File: config.mk
export PLATFORM = sky130hd
export DESIGN_NAME = rx_fsm
export DESIGN_NICKNAME = d
export VERILOG_FILES = /design/src/rtl/uart_pkg.sv /design/src/rtl/rx_bit_timer.sv /design/src/rtl/rx_fsm.sv
export SDC_FILE = /design/constraint.sdc
export NUM_CORES = 1
export LEC_CHECK = 0
export ABC_AREA = 1
export CORE_MARGIN = 5
export CORE_UTILIZATION = 30
export DETAILED_ROUTE_END_ITERATION = 10
export DONT_BUFFER_PORTS = 1
export PLACE_DENSITY = 0.47
export SYNTH_ARGS = -nofsm -noshare
export SYNTH_HDL_FRONTEND = slang
export SYNTH_SLANG_ARGS = --single-unit
export TNS_END_PERCENT = 50
File: constraint.sdc
create_clock -name clk -period 2.7 [get_ports clk]
set_input_delay 0.27 -clock clk [delete_from_list [all_inputs] [get_ports clk]]
set_output_delay 0.27 -clock clk [all_outputs]
set_load 0.05 [all_outputs]
File: src/rtl/uart_pkg.sv
// uart_pkg
// Definitions shared by the lab UART blocks (rx_fsm, tx_fsm).
//
// Contents:
//   DEFAULT_CLKS_PER_BIT  system clocks per bit (50 MHz / 115200)
//   DATA_BITS, FRAME_BITS_* frame length constants
//   uart_state_e          4-bit state encodings s0..s11
//   parity_bad()          even-parity check over data plus parity bit

package uart_pkg;

   localparam int DEFAULT_CLKS_PER_BIT = 434;
   localparam int DATA_BITS            = 8;
   localparam int FRAME_BITS_8N1       = 10;
   localparam int FRAME_BITS_8E1       = 11;

   // s11 is only reachable when parity is compiled in
   typedef enum logic [3:0] {
      S0_IDLE    = 4'd0,
      S1_START   = 4'd1,
      S2_DATA0   = 4'd2,
      S3_DATA1   = 4'd3,
      S4_DATA2   = 4'd4,
      S5_DATA3   = 4'd5,
      S6_DATA4   = 4'd6,
      S7_DATA5   = 4'd7,
      S8_DATA6   = 4'd8,
      S9_DATA7   = 4'd9,
      S10_STOP   = 4'd10,
      S11_PARITY = 4'd11
   } uart_state_e;

   // Even parity: XOR over all data bits and the parity bit must be 0
   function automatic logic parity_bad(input logic [DATA_BITS-1:0] data,
                                       input logic par);
      return (^data) ^ par;
   endfunction

endpackage

File: src/rtl/rx_bit_timer.sv
// rx_bit_timer
// Per-bit clock counter for the UART receiver. Produces terminal-count
// pulses at the half-bit point (start-bit check) and the full-bit point
// (data/parity/stop midpoints, since counting restarts at a midpoint).
//
// Ports:
//   clk       system clock
//   reset     asynchronous active-low reset
//   clr       hold counter at 0 (FSM idle)
//   half_sel  1 = count to CLKS_PER_BIT/2-1, 0 = count to CLKS_PER_BIT-1
//   half_tc   half-bit terminal count reached this cycle
//   full_tc   full-bit terminal count reached this cycle
//   baud_en   sample strobe, high in the cycle the FSM samples rxd

module rx_bit_timer #(
   parameter int CLKS_PER_BIT = 434
) (
   input  logic clk,
   input  logic reset,
   input  logic clr,
   input  logic half_sel,
   output logic half_tc,
   output logic full_tc,
   output logic baud_en
);

   localparam int CW = $clog2(CLKS_PER_BIT);
   localparam logic [CW-1:0] HALF_LAST = CW'(CLKS_PER_BIT / 2 - 1);
   localparam logic [CW-1:0] FULL_LAST = CW'(CLKS_PER_BIT - 1);

   logic [CW-1:0] cnt_q, cnt_d;

   // Every sample is followed by a state change, so the counter
   // restarts from 0 on each terminal count as well as while idle
   always_comb begin
      half_tc = !clr &&  half_sel && (cnt_q == HALF_LAST);
      full_tc = !clr && !half_sel && (cnt_q == FULL_LAST);
      baud_en = half_tc | full_tc;
      cnt_d   = (clr || baud_en) ? '0 : cnt_q + 1'b1;
   end

   always_ff @(posedge clk or negedge reset) begin
      if (!reset) cnt_q <= '0;
      else        cnt_q <= cnt_d;
   end

endmodule

File: src/rtl/rx_fsm.sv
// rx_fsm
// UART receiver: deserialises an asynchronous serial line into bytes,
// sampling each bit at its midpoint. 8N1 by default; defining the macro
// RX_PARITY_EN switches to 8E1 with a parity-error strobe.
//
// Ports:
//   clk        system clock
//   reset      asynchronous active-low reset
//   rxd        serial input, idles high, asynchronous to clk
//   en         enables start-bit detection (a started frame always completes)
//   dout       last correctly received byte
//   valid      one-cycle pulse when dout is updated
//   frame_err  one-cycle pulse when the stop bit was sampled low
//   par_err    one-cycle pulse on parity mismatch (0 without RX_PARITY_EN)
//   baud_en    one-cycle pulse at every bit sample point
//   busy       high whenever the receiver is not idle

module rx_fsm
   import uart_pkg::*;
#(
   parameter int CLKS_PER_BIT = DEFAULT_CLKS_PER_BIT
) (
   input  logic       clk,
   input  logic       reset,
   input  logic       rxd,
   input  logic       en,
   output logic [7:0] dout,
   output logic       valid,
   output logic       frame_err,
   output logic       par_err,
   output logic       baud_en,
   output logic       busy
);

   uart_state_e state_q, state_d;
   logic [7:0]  shift_q, shift_d;
   logic [7:0]  dout_q, dout_d;
   logic        valid_q, valid_d;
   logic        frame_err_q, frame_err_d;
   logic        busy_q, busy_d;
   logic        rxd_meta_q, rxd_meta_d;
   logic        rxd_s_q, rxd_s_d;
   logic        stop_par_bad;
   logic        half_tc, full_tc;
`ifdef RX_PARITY_EN
   logic        par_bit_q, par_bit_d;
   logic        par_err_q, par_err_d;
`endif

   rx_bit_timer #(
      .CLKS_PER_BIT (CLKS_PER_BIT)
   ) u_timer (
      .clk      (clk),
      .reset    (reset),
      .clr      (state_q == S0_IDLE),
      .half_sel (state_q == S1_START),
      .half_tc  (half_tc),
      .full_tc  (full_tc),
      .baud_en  (baud_en)
   );

   always_comb begin
      rxd_meta_d  = rxd;
      rxd_s_d     = rxd_meta_q;
      state_d     = state_q;
      shift_d     = shift_q;
      dout_d      = dout_q;
      valid_d     = 1'b0;
      frame_err_d = 1'b0;
`ifdef RX_PARITY_EN
      par_bit_d    = par_bit_q;
      par_err_d    = 1'b0;
      stop_par_bad = parity_bad(shift_q, par_bit_q);
`else
      stop_par_bad = 1'b0;
`endif

      unique case (state_q)
         S0_IDLE: begin
            if (en && !rxd_s_q) state_d = S1_START;
         end
         S1_START: begin
            // A start bit that is no longer low at its midpoint was noise
            if (half_tc) state_d = rxd_s_q ? S0_IDLE : S2_DATA0;
         end
         S2_DATA0, S3_DATA1, S4_DATA2, S5_DATA3,
         S6_DATA4, S7_DATA5, S8_DATA6, S9_DATA7: begin
            if (full_tc) begin
               // LSB arrives first, so shifting in at the top leaves bit 0 at [0]
               shift_d = {rxd_s_q, shift_q[7:1]};
               if (state_q == S9_DATA7) begin
`ifdef RX_PARITY_EN
                  state_d = S11_PARITY;
`else
                  state_d = S10_STOP;
`endif
               end else begin
                  state_d = uart_state_e'(state_q + 4'd1);
               end
            end
         end
`ifdef RX_PARITY_EN
         S11_PARITY: begin
            if (full_tc) begin
               par_bit_d = rxd_s_q;
               state_d   = S10_STOP;
            end
         end
`endif
         S10_STOP: begin
            // Leave at the stop-bit midpoint so an immediately following
            // start bit is caught from its falling edge
            if (full_tc) begin
               state_d = S0_IDLE;
`ifdef RX_PARITY_EN
               par_err_d = stop_par_bad;
`endif
               if (!rxd_s_q) begin
                  frame_err_d = 1'b1;
               end else if (!stop_par_bad) begin
                  valid_d = 1'b1;
                  dout_d  = shift_q;
               end
            end
         end
         default: state_d = S0_IDLE;
      endcase

      busy_d = (state_d != S0_IDLE);
   end

   // Single register stage for the whole receiver, outputs included
   always_ff @(posedge clk or negedge reset) begin
      if (!reset) begin
         rxd_meta_q  <= 1'b1;
         rxd_s_q     <= 1'b1;
         state_q     <= S0_IDLE;
         shift_q     <= 8'h00;
         dout_q      <= 8'h00;
         valid_q     <= 1'b0;
         frame_err_q <= 1'b0;
         busy_q      <= 1'b0;
`ifdef RX_PARITY_EN
         par_bit_q   <= 1'b0;
         par_err_q   <= 1'b0;
`endif
      end else begin
         rxd_meta_q  <= rxd_meta_d;
         rxd_s_q     <= rxd_s_d;
         state_q     <= state_d;
         shift_q     <= shift_d;
         dout_q      <= dout_d;
         valid_q     <= valid_d;
         frame_err_q <= frame_err_d;
         busy_q      <= busy_d;
`ifdef RX_PARITY_EN
         par_bit_q   <= par_bit_d;
         par_err_q   <= par_err_d;
`endif
      end
   end

   assign dout      = dout_q;
   assign valid     = valid_q;
   assign frame_err = frame_err_q;
   assign busy      = busy_q;
`ifdef RX_PARITY_EN
   assign par_err   = par_err_q;
`else
   assign par_err   = 1'b0;
`endif

endmodule

==> impl_metrics.csv <==
group,metric,value,unit
outcome,status,"finished, final reports clean",
job,drv_cap,0,
detailed_routing,detail-route-antenna-nets,0,
critical_path,worstSetupPathType,"flip-flop to output port",
die,die_h,88.7,um
logic_synthesis,synth_area,0.00186,mm^2
die,ios,17,
grt,met2_usage,0.169,
timing,finClkSkew,8.41,ps
finish,drive_above_1_share,0.225,
detailed_routing,drt_iter0_drc,46,
finish,mostFrequentLayoutCells,"49 x nand2_1, 32 x dfrtp_1, 25 x inv_1",
logic_synthesis,netlist.area_leader.share,0.431,
timing,rsz0062_at_grt,"false",
timing,setup_tns,0,ps
logic_synthesis,synthesis.nets,217,
grt,antenna_found_initial,0,
finish,final_util,0.350,
grt,met1_usage,0.131,
critical_path,cp.required,2430,ps
logic_synthesis,syn_inst,206,
detailed_routing,dr.pass1.iters,4,
clock_network,cts_tree,"built",
timing,fmax,446,MHz
grt,gr-max-usage-layer,"met2",
detailed_routing,wire_per_inst,12.5,um
critical_path,crit_path_end_kind,"output port",
critical_path,worstSetupEndpoint,"baud_en",
detailed_routing,routed_wirelength,3610,um
critical_path,r2r_start,"state_q[0]",
clock_network,cts_resized,0,
critical_path,worstSetupStartpoint,"state_q[0]",
detailed_routing,drc,0,
critical_path,rr_worst_depth,10,
finish,syn_to_final_growth,12.4,%
logic_synthesis,synth_top_cell_by_area,"dfrtp_1",
grt,grt-ovfl-total,0,
critical_path,worstReg2RegEnd,"busy",
grt,gr-usage-all-layers,0.105,
clock_network,path_clk_slew,80,ps
finish,nNetsFinal,223,
pwr,total_leakage_power,0.974,nW
clock_network,clock_latency,290,ps
pwr,powerDensity,528,mW/mm^2
detailed_routing,viasPerCell,4.44,
placed_design,port_buffers,0,
die,start_util,0.312,
logic_synthesis,avgSynthCellArea,9.01,um^2
finish,mostFrequentLayoutCell,"nand2_1",
grt,grt_pass1_wl,6220,um
logic_synthesis,ys_top_cells_by_area,"dfrtp_1 43%, nand2_1 9.9%, o21ai_2 7.5%, inv_1 5.1%, ha_1 4.7%",
timing,period_share,0.830,
detailed_routing,vias,1279,
critical_path,reg2reg_slack,820,ps
die,fp.dieW,88.7,um
timing,period_needed,2240,ps
placed_design,dpl_worst_slack,777,ps
timing,setup-violations-final,0,
clock_network,cts_root_buf,"clkbuf_8",
finish,fin_cells,288,
logic_synthesis,yosysWarnings,0,
timing,hold_viol_final,0,
critical_path,cp-start-kind,"flip-flop",
grt,use_met3,0.0298,
logic_synthesis,synth_seq_cells,34,
die,core_area,0.00596,mm^2
placed_design,dp.cells,277,
timing,slew_viol_final,0,
clock_network,numClockSinks,34,
logic_synthesis,ys_seq_area_frac,0.460,
clock_network,cts_buffers,5,
pwr,peakVddDrop,0.000194,V
placed_design,gp_congestion,0.805,
clock_network,clockBufferDepth,2,
die,num_rows,28,
placed_design,dp_hpwl,2630,um
timing,fin_ws,458,ps
critical_path,crit_fanout,7,
critical_path,worstPathArrival,1970,ps
finish,antenna_cells,0,
logic_synthesis,synth.distinct_cells,32,
timing,timing.hold.ws,357,ps
grt,grt_pass1_vias,1306,
worst_hold_path,hold_path.class,"flip-flop to flip-flop",
clock_network,htree_levels,2,
grt,grt_max_degree,35,
die,die_area,0.00786,mm^2
==> sequential cells by signal (all words and copies together) (netlist names) <==
signal / cells
valid: 1
state_q: 4
frame_err: 1
rxd_meta_q: 1
busy: 1
dout: 8
u_timer.cnt_q: 9
shift_q: 8
rxd_s_q: 1
==> layer usage <==
metal	share of wire	wire length [um]
met5	0	0
met4	0.012	44
met3	0.033	120
met2	0.48	1740
met1	0.47	1710
==> metrics by stage <==
step | area [um^2] | power (mW)
after global placement | 1910 | 0.528
after global routing | 2090 | 1.15
final | 2090 | 1.10
after detailed placement | 1910 | 0.528
after floorplan | 1860 | 0.528
after CTS | 2090 | 1.13
==> cell type report <==
cell class	count	area (um^2)
repair buffers	3	40.0
clock buffers	5	68.8
well taps	75	93.8
fillers	627	3870
clock inverters	3	68.8
inverters	28	108
flip-flops and latches	34	853
multi-input cells	140	855
==> worst max-delay path, stage by stage, from the launching register on <==
cell and delay, ps:
dfrtp_1 470, inv_1 120, ha_1 300, o21ai_2 220
nand3_4 150, nand2_1 410
==> where the power goes <==
group	leakage [nW]	switching (mW)	internal [mW]	total [mW]
Sequential	0.438	0.00112	0.512	0.513
Clock	0.0683	0.199	0.370	0.569
Combinational	0.468	0.0152	0.00535	0.0206
==> synth_stat cells, drive strengths merged <==
cell / instances
nor2: 24
nor3b: 5
nand3b: 1
a21oi: 4
ha: 7
o21bai: 1
nor4: 1
buf: 4
nand4: 3
nand3: 12
inv: 28
a21boi: 1
dfrtp: 32
o21ai: 18
conb: 1
nor3: 4
nand2: 55
dfstp: 2
xor2: 3
==> cell families after synthesis <==
logic type,share of synthesized area
AO/OA/AOI/OAI,0.102
XOR/XNOR,0.0142
adder cells (fa/ha/maj),0.0472
buffers and inverters,0.0802
flip-flops,0.460
other,0.00202
AND/OR/NAND/NOR,0.295
==> worst min-delay path by stage <==
stage | start | end | cells past startpoint
CTS | rxd_meta_q | rxd_s_q | 0
detailed placement | reset | u_timer.cnt_q[2] | 0
floorplan | reset | busy | 0
global route | rxd_meta_q | rxd_s_q | 0
finish | rxd_meta_q | rxd_s_q | 0
global placement | reset | u_timer.cnt_q[2] | 0
==> timing repair <==
| item | 4_1_cts | 5_1_grt |
|---|---|---|
| hold buffers | 3 | 0 |
| buffers inserted | 0 | 0 |
| hold endpoints to repair | 35 | 0 |
Note: power is estimated with default switching activity, not from simulation.
